$ cat src/rtl/inst_fetch_buf_pkg.sv
// Shared constants and entry type for the instruction fetch buffer.
// Optional feature macro used by the top: IF_PERF_EN (perf counters).
package inst_fetch_buf_pkg;

    localparam logic [31:0] INST_NOP    = 32'h0000_0013;
    localparam logic [31:0] IF_RESET_PC = 32'h0000_0000;

    typedef struct packed {
        logic [31:0] pc;
        logic [31:0] inst;
    } fetch_entry_t;

endpackage

$ cat src/rtl/inst_fetch_buf_fetch_fifo.sv
// Synchronous prefetch FIFO; clear has priority over push and pop.
// Power-of-two depth so read/write pointers wrap naturally.
module fetch_fifo #(
    parameter int unsigned WIDTH = 64,
    parameter int unsigned DEPTH = 4
) (
    input  logic                    clk,
    input  logic                    rst_n,
    input  logic                    clear,
    input  logic                    push,
    input  logic [WIDTH-1:0]        din,
    input  logic                    pop,
    output logic [WIDTH-1:0]        dout,
    output logic [$clog2(DEPTH):0]  count,
    output logic                    empty,
    output logic                    full
);

    localparam int unsigned AW = $clog2(DEPTH);

    logic [WIDTH-1:0] mem_q [DEPTH];
    logic [WIDTH-1:0] mem_d [DEPTH];
    logic [AW-1:0]    wr_q, wr_d;
    logic [AW-1:0]    rd_q, rd_d;
    logic [AW:0]      cnt_q, cnt_d;
    logic             do_push, do_pop;

    assign empty   = (cnt_q == '0);
    assign full    = (cnt_q == (AW+1)'(DEPTH));
    assign count   = cnt_q;
    assign dout    = mem_q[rd_q];
    assign do_pop  = pop & ~empty;
    // a push into a full FIFO is accepted only when the head leaves on the same edge
    assign do_push = push & (~full | do_pop);

    always_comb begin
        mem_d = mem_q;
        wr_d  = wr_q;
        rd_d  = rd_q;
        cnt_d = cnt_q;
        if (clear) begin
            wr_d  = '0;
            rd_d  = '0;
            cnt_d = '0;
        end else begin
            if (do_push) begin
                mem_d[wr_q] = din;
                wr_d        = wr_q + AW'(1);
            end
            if (do_pop) begin
                rd_d = rd_q + AW'(1);
            end
            cnt_d = cnt_q + (AW+1)'(do_push) - (AW+1)'(do_pop);
        end
    end

    always_ff @(posedge clk) begin
        if (!rst_n) begin
            wr_q  <= '0;
            rd_q  <= '0;
            cnt_q <= '0;
        end else begin
            wr_q  <= wr_d;
            rd_q  <= rd_d;
            cnt_q <= cnt_d;
        end
    end

    always_ff @(posedge clk) begin
        mem_q <= mem_d;
    end

endmodule

$ cat src/rtl/inst_fetch_buf.sv
// Fetch stage: issues sync imem reads under a credit rule, buffers {pc, inst} for decode.
// Define IF_PERF_EN to add perf_fetch / perf_flush counters.
module inst_fetch_buf
    import inst_fetch_buf_pkg::*;
#(
    parameter int unsigned ADDR_W     = 12,
    parameter logic [31:0] RESET_PC   = IF_RESET_PC,
    parameter int unsigned FIFO_DEPTH = 4
) (
    input  logic              clk,
    input  logic              rst_n,
    input  logic              jmp_vld,
    input  logic [31:0]       jmp_addr,
    input  logic              nop,
    output logic [ADDR_W-3:0] imem_addr,
    output logic              imem_en,
    input  logic [31:0]       imem_rdata,
    output logic              inst_valid,
    input  logic              inst_ready,
    output logic [31:0]       pc,
    output logic [31:0]       inst
`ifdef IF_PERF_EN
    ,
    output logic [31:0]       perf_fetch,
    output logic [31:0]       perf_flush
`endif
);

    localparam int unsigned CW = $clog2(FIFO_DEPTH) + 1;

    logic [31:0]  fpc_q, fpc_d;
    logic         pend_q, pend_d;
    logic [31:0]  pend_pc_q, pend_pc_d;

    logic [31:0]  target;
    logic         pop, push, credit_ok;
    logic [CW:0]  in_flight;
    fetch_entry_t push_entry, head;
    logic [CW-1:0] fifo_count;
    logic          fifo_empty, fifo_full;

    assign target     = jmp_addr & ~32'h3;
    assign inst_valid = ~fifo_empty;
    assign pop        = inst_valid & inst_ready & ~jmp_vld;
    // a response landing on a redirect edge belongs to the old stream and is dropped
    assign push       = pend_q & ~jmp_vld;
    assign push_entry = '{pc: pend_pc_q, inst: imem_rdata};

    always_comb begin
        in_flight = {1'b0, fifo_count} - (CW+1)'(pop) + (CW+1)'(pend_q);
        credit_ok = (in_flight < (CW+1)'(FIFO_DEPTH));
        imem_en   = rst_n & (jmp_vld | credit_ok);
        imem_addr = jmp_vld ? jmp_addr[ADDR_W-1:2] : fpc_q[ADDR_W-1:2];
    end

    always_comb begin
        fpc_d     = fpc_q;
        pend_d    = imem_en;
        pend_pc_d = jmp_vld ? target : fpc_q;
        if (jmp_vld) begin
            fpc_d = target + 32'd4;
        end else if (imem_en) begin
            fpc_d = fpc_q + 32'd4;
        end
    end

    always_ff @(posedge clk) begin
        if (!rst_n) begin
            fpc_q     <= RESET_PC;
            pend_q    <= 1'b0;
            pend_pc_q <= '0;
        end else begin
            fpc_q     <= fpc_d;
            pend_q    <= pend_d;
            pend_pc_q <= pend_pc_d;
        end
    end

    fetch_fifo #(
        .WIDTH (64),
        .DEPTH (FIFO_DEPTH)
    ) u_fifo (
        .clk   (clk),
        .rst_n (rst_n),
        .clear (jmp_vld),
        .push  (push),
        .din   (push_entry),
        .pop   (pop),
        .dout  (head),
        .count (fifo_count),
        .empty (fifo_empty),
        .full  (fifo_full)
    );

    always_comb begin
        pc   = inst_valid ? head.pc : '0;
        inst = (inst_valid && !nop) ? head.inst : INST_NOP;
    end

    push_into_full_a : assert property (@(posedge clk) disable iff (!rst_n)
        !(push && fifo_full && !pop));

`ifdef IF_PERF_EN
    logic [31:0] perf_fetch_q, perf_fetch_d;
    logic [31:0] perf_flush_q, perf_flush_d;

    always_comb begin
        perf_fetch_d = perf_fetch_q + 32'(pop);
        perf_flush_d = perf_flush_q + 32'(jmp_vld);
    end

    always_ff @(posedge clk) begin
        if (!rst_n) begin
            perf_fetch_q <= '0;
            perf_flush_q <= '0;
        end else begin
            perf_fetch_q <= perf_fetch_d;
            perf_flush_q <= perf_flush_d;
        end
    end

    assign perf_fetch = perf_fetch_q;
    assign perf_flush = perf_flush_q;
`endif

endmodule

$ cat config.mk
export PLATFORM = sky130hd
export DESIGN_NAME = inst_fetch_buf
export DESIGN_NICKNAME = d
export VERILOG_FILES = /design/src/rtl/inst_fetch_buf_pkg.sv /design/src/rtl/inst_fetch_buf_fetch_fifo.sv /design/src/rtl/inst_fetch_buf.sv
export SDC_FILE = /design/constraint.sdc
export NUM_CORES = 1
export LEC_CHECK = 0
export BUFFER_PORTS_ARGS = -buffer_cell sky130_fd_sc_hd__buf_2
export CELL_PAD_IN_SITES_DETAIL_PLACEMENT = 1
export CELL_PAD_IN_SITES_GLOBAL_PLACEMENT = 2
export CORE_MARGIN = 2
export CORE_UTILIZATION = 47
export CTS_BUF_LIST = sky130_fd_sc_hd__clkbuf_2 sky130_fd_sc_hd__clkbuf_4 sky130_fd_sc_hd__clkbuf_8
export CTS_CLUSTER_SIZE = 14
export DETAILED_ROUTE_END_ITERATION = 12
export PLACE_DENSITY = 0.9
export SYNTH_ARGS = -nofsm -noshare
export SYNTH_HDL_FRONTEND = slang
export SYNTH_SLANG_ARGS = --single-unit
$ cat constraint.sdc
create_clock -name clk -period 8.7 [get_ports clk]
set_input_delay 1.305 -clock clk [delete_from_list [all_inputs] [get_ports clk]]
set_output_delay 1.305 -clock clk [all_outputs]
set_load 0.005 [all_outputs]
==> results.toml <==
[outcome]
status = "finished, final reports clean"

[global_routing]
grt_max_degree = 61
grt_pass1_vias = 8470
grt_pass1_wl_mm = 47.22
grt_usage_pct = 21.03
grt_overflow = 0
antenna_found_initial = 1

[finish]
multi_input_area_um2 = 4091
layout_common_cells = "edfxtp_1, buf_2, dfxtp_1"
final_cells = 1422
area_delta_synth_final_pct = 15.42
finalInstanceArea_um2 = 15300
layout_commonest_cell = "edfxtp_1"
seq_area_um2 = 8813
fillers = 2731
nNetsFinal = 1083
layout-drive-gt1-share_pct = 31.74

[min_path]
min_path_cells = 0
hp-class = "reg -> reg"

[synth]
synth_edf_count = 248
syn_inst = 854
yosysSeqAreaShare_pct = 66.47
ys_ff_latch = 316
synth_area_leader_cell = "edfxtp_1"
synth_top_area_share_pct = 56.19
syn_avg_cell_area_um2 = 15.52
synth-async-reset-ratio_pct = 0
synthFlopType = "edfxtp_1"
synth.distinct_cells = 64
synth_warnings = 0
synthesis.area_um2 = 13250
synthTopCellsByArea = "edfxtp_1, mux4_2, dfxtp_1"

[clock_network]
htree_levels = 2
clk_pin_slew_ps = 60
ctsRootBufferMaster = "clkbuf_8"
cts_made_buffers = 50
postCtsHoldBufs = 0
cts_tree = "built"
postCtsResizedCells = 0
cts_setup_buffers = 0
clk_path_buf_depth = 3
clock-sinks = 316
insertion_delay_ps = 570

[timing]
rsz0062_at_grt = "no"
setup_viol = 0
fin_crit_ps = 5512
worst_slew_pin_slew_ps = 982.4
fmax_ghz = 0.1814
timing.final.crit_share_pct = 63.36
finalSetupTns_ps = 0
clock-skew-final_ps = 12.45
slew_headroom_pct = 33.90
final.setup.worst_slack_ps = 3188
hold_viol = 0
maxSlewViolCount = 0

[setup_path]
rrSetupSlack_ps = 5320
crit_path_max_fanout = 28
cp.required_ps = 7390
crit_slowest_cell = "a31oi_2"
crit_arrival_ps = 4210
crit_path_start_kind = "primary input"
ff2ff_path_depth = 10
worstPathCellList = "buf_2 > nor3b_1 > ha_1 > inv_1 > ha_1 > nor4bb_1 > o31ai_1 > a31oi_2 > nor2_1 > buf_2"
critPathMaxStageDelay_ps = 780
critical_path_class = "in -> out"
end_kind = "output port"

[drt]
remaining_drc_errors = 0
ant_nets = 0
drt_iter0_drc = 474
first_pass_iters = 5
vias_per_cell = 5.556
wire_per_inst_um = 21.35
via_count = 7901
finalWirelength_mm = 30.36

[die]
core_area_um2 = 27780
dieWidth_um = 171.9
initial_utilization_pct = 47.70
rows = 61
dieArea_um2 = 29560
die_y_um = 171.9
num_io_pins = 145

[power_and_ir_drop]
ir_drop_uv = 117.6
power.leakage_nw = 5.425
switching_share_pct = 22.55
pwr-share-comb_pct = 7.0
switchingPower_mw = 0.7289
power.total_mw = 3.232
power_frac_seq_pct = 53.0
pwr-share-clk_pct = 40.0
p_per_area_nw_per_um2 = 211.3
internal_power_mw = 2.503

[placement]
hpwlAfterDp_mm = 19.52
portBuffers = 140
gp_congestion = 0.8323
dp_worst_setup_slack_ps = 3214
dpl_cell_area_um2 = 14250
numPlacedInstances = 1328

[run]
drv_cap = 0
==> critical path: cells and delay by family <==
kind / cells / cell delay [ps]
adder cells (fa/ha/maj): 2 / 460
AO/OA/AOI/OAI: 2 / 990
buffers and inverters: 3 / 500
AND/OR/NAND/NOR: 3 / 950
==> through the flow <==
step	hold slack (ps)	util (%)
2_1_floorplan	438.3	-
3_3_place_gp	451.5	51.28
3_5_place_dp	464.2	51.28
4_1_cts	476.4	55.05
5_1_grt	497.7	55.06
6_report	474.7	55.06
==> logic make-up (layout without fill, tap and decap cells) <==
group | after synthesis | count (layout) | share of synthesized area (%)
XOR/XNOR | 16 | 16 | 1.057
flip-flops | 316 | 316 | 66.47
multiplexers | 96 | 96 | 13.18
adder cells (fa/ha/maj) | 12 | 12 | 1.190
buffers and inverters | 80 | 268 | 2.917
AND/OR/NAND/NOR | 240 | 240 | 10.18
other | 1 | 3 | 0.02830
AO/OA/AOI/OAI | 93 | 93 | 4.985
==> flip-flops by register name, summed over array words and instances, names as in the netlist <==
register and count:
fpc_q 30, u_fifo.rd_q 2, u_fifo.wr_q 2, pend_pc_q 30, pend_q 1, u_fifo.mem_q 248
u_fifo.count 3
==> per-layer routing <==
metal	GRT usage (%)	up-vias	part of all wire [%]
met5	0	-	0
met4	5.663	0	1.7
met3	3.868	41	5.5
met2	35.06	229	48
met1	28.63	4017	44
li1	-	3614	-
==> worst paths after layout <==
check,startpoint,endpoint
setup reg to reg,u_fifo.count[2],fpc_q[26]
hold reg to reg,pend_pc_q[24],u_fifo.mem_q[248]
setup / recovery,jmp_vld,imem_en
hold / removal,pend_pc_q[24],u_fifo.mem_q[248]
==> final cells by class <==
type                            count  share of cell area [%]
Multi-Input combinational cell    459                   26.75
Timing Repair Buffer              150                   5.072
Clock buffer                       82                   6.274
Tap cell                          378                   3.092
Clock inverter                     11                  0.5644
Antenna cell                        1                 0.01636
Inverter                           25                  0.6135
Sequential cell                   316                   57.62
==> cells in the mapped netlist, types with 10 or more instances <==
library cell,instances
a21oi_1,19
nor2b_1,59
nand2_1,30
buf_4,12
inv_1,25
dfxtp_1,68
buf_2,12
edfxtp_1,248
and2_1,10
clkbuf_1,23
nor3_1,11
nor2_1,42
nand4_1,14
o21ai_0,21
ha_1,11
mux2i_1,26
mux4_2,62
xnor2_1,13
nand3_1,21
==> power by group through the flow <==
stage	Sequential, mW	Combinational (mW)	Clock [mW]
after global routing	1.72	0.250	1.39
after CTS	1.71	0.229	1.33
after detailed placement	1.75	0.227	0
after floorplan	1.73	0.146	0
final	1.71	0.226	1.29
after global placement	1.74	0.220	0
No activity file was read; power rests on OpenSTA's default activity.
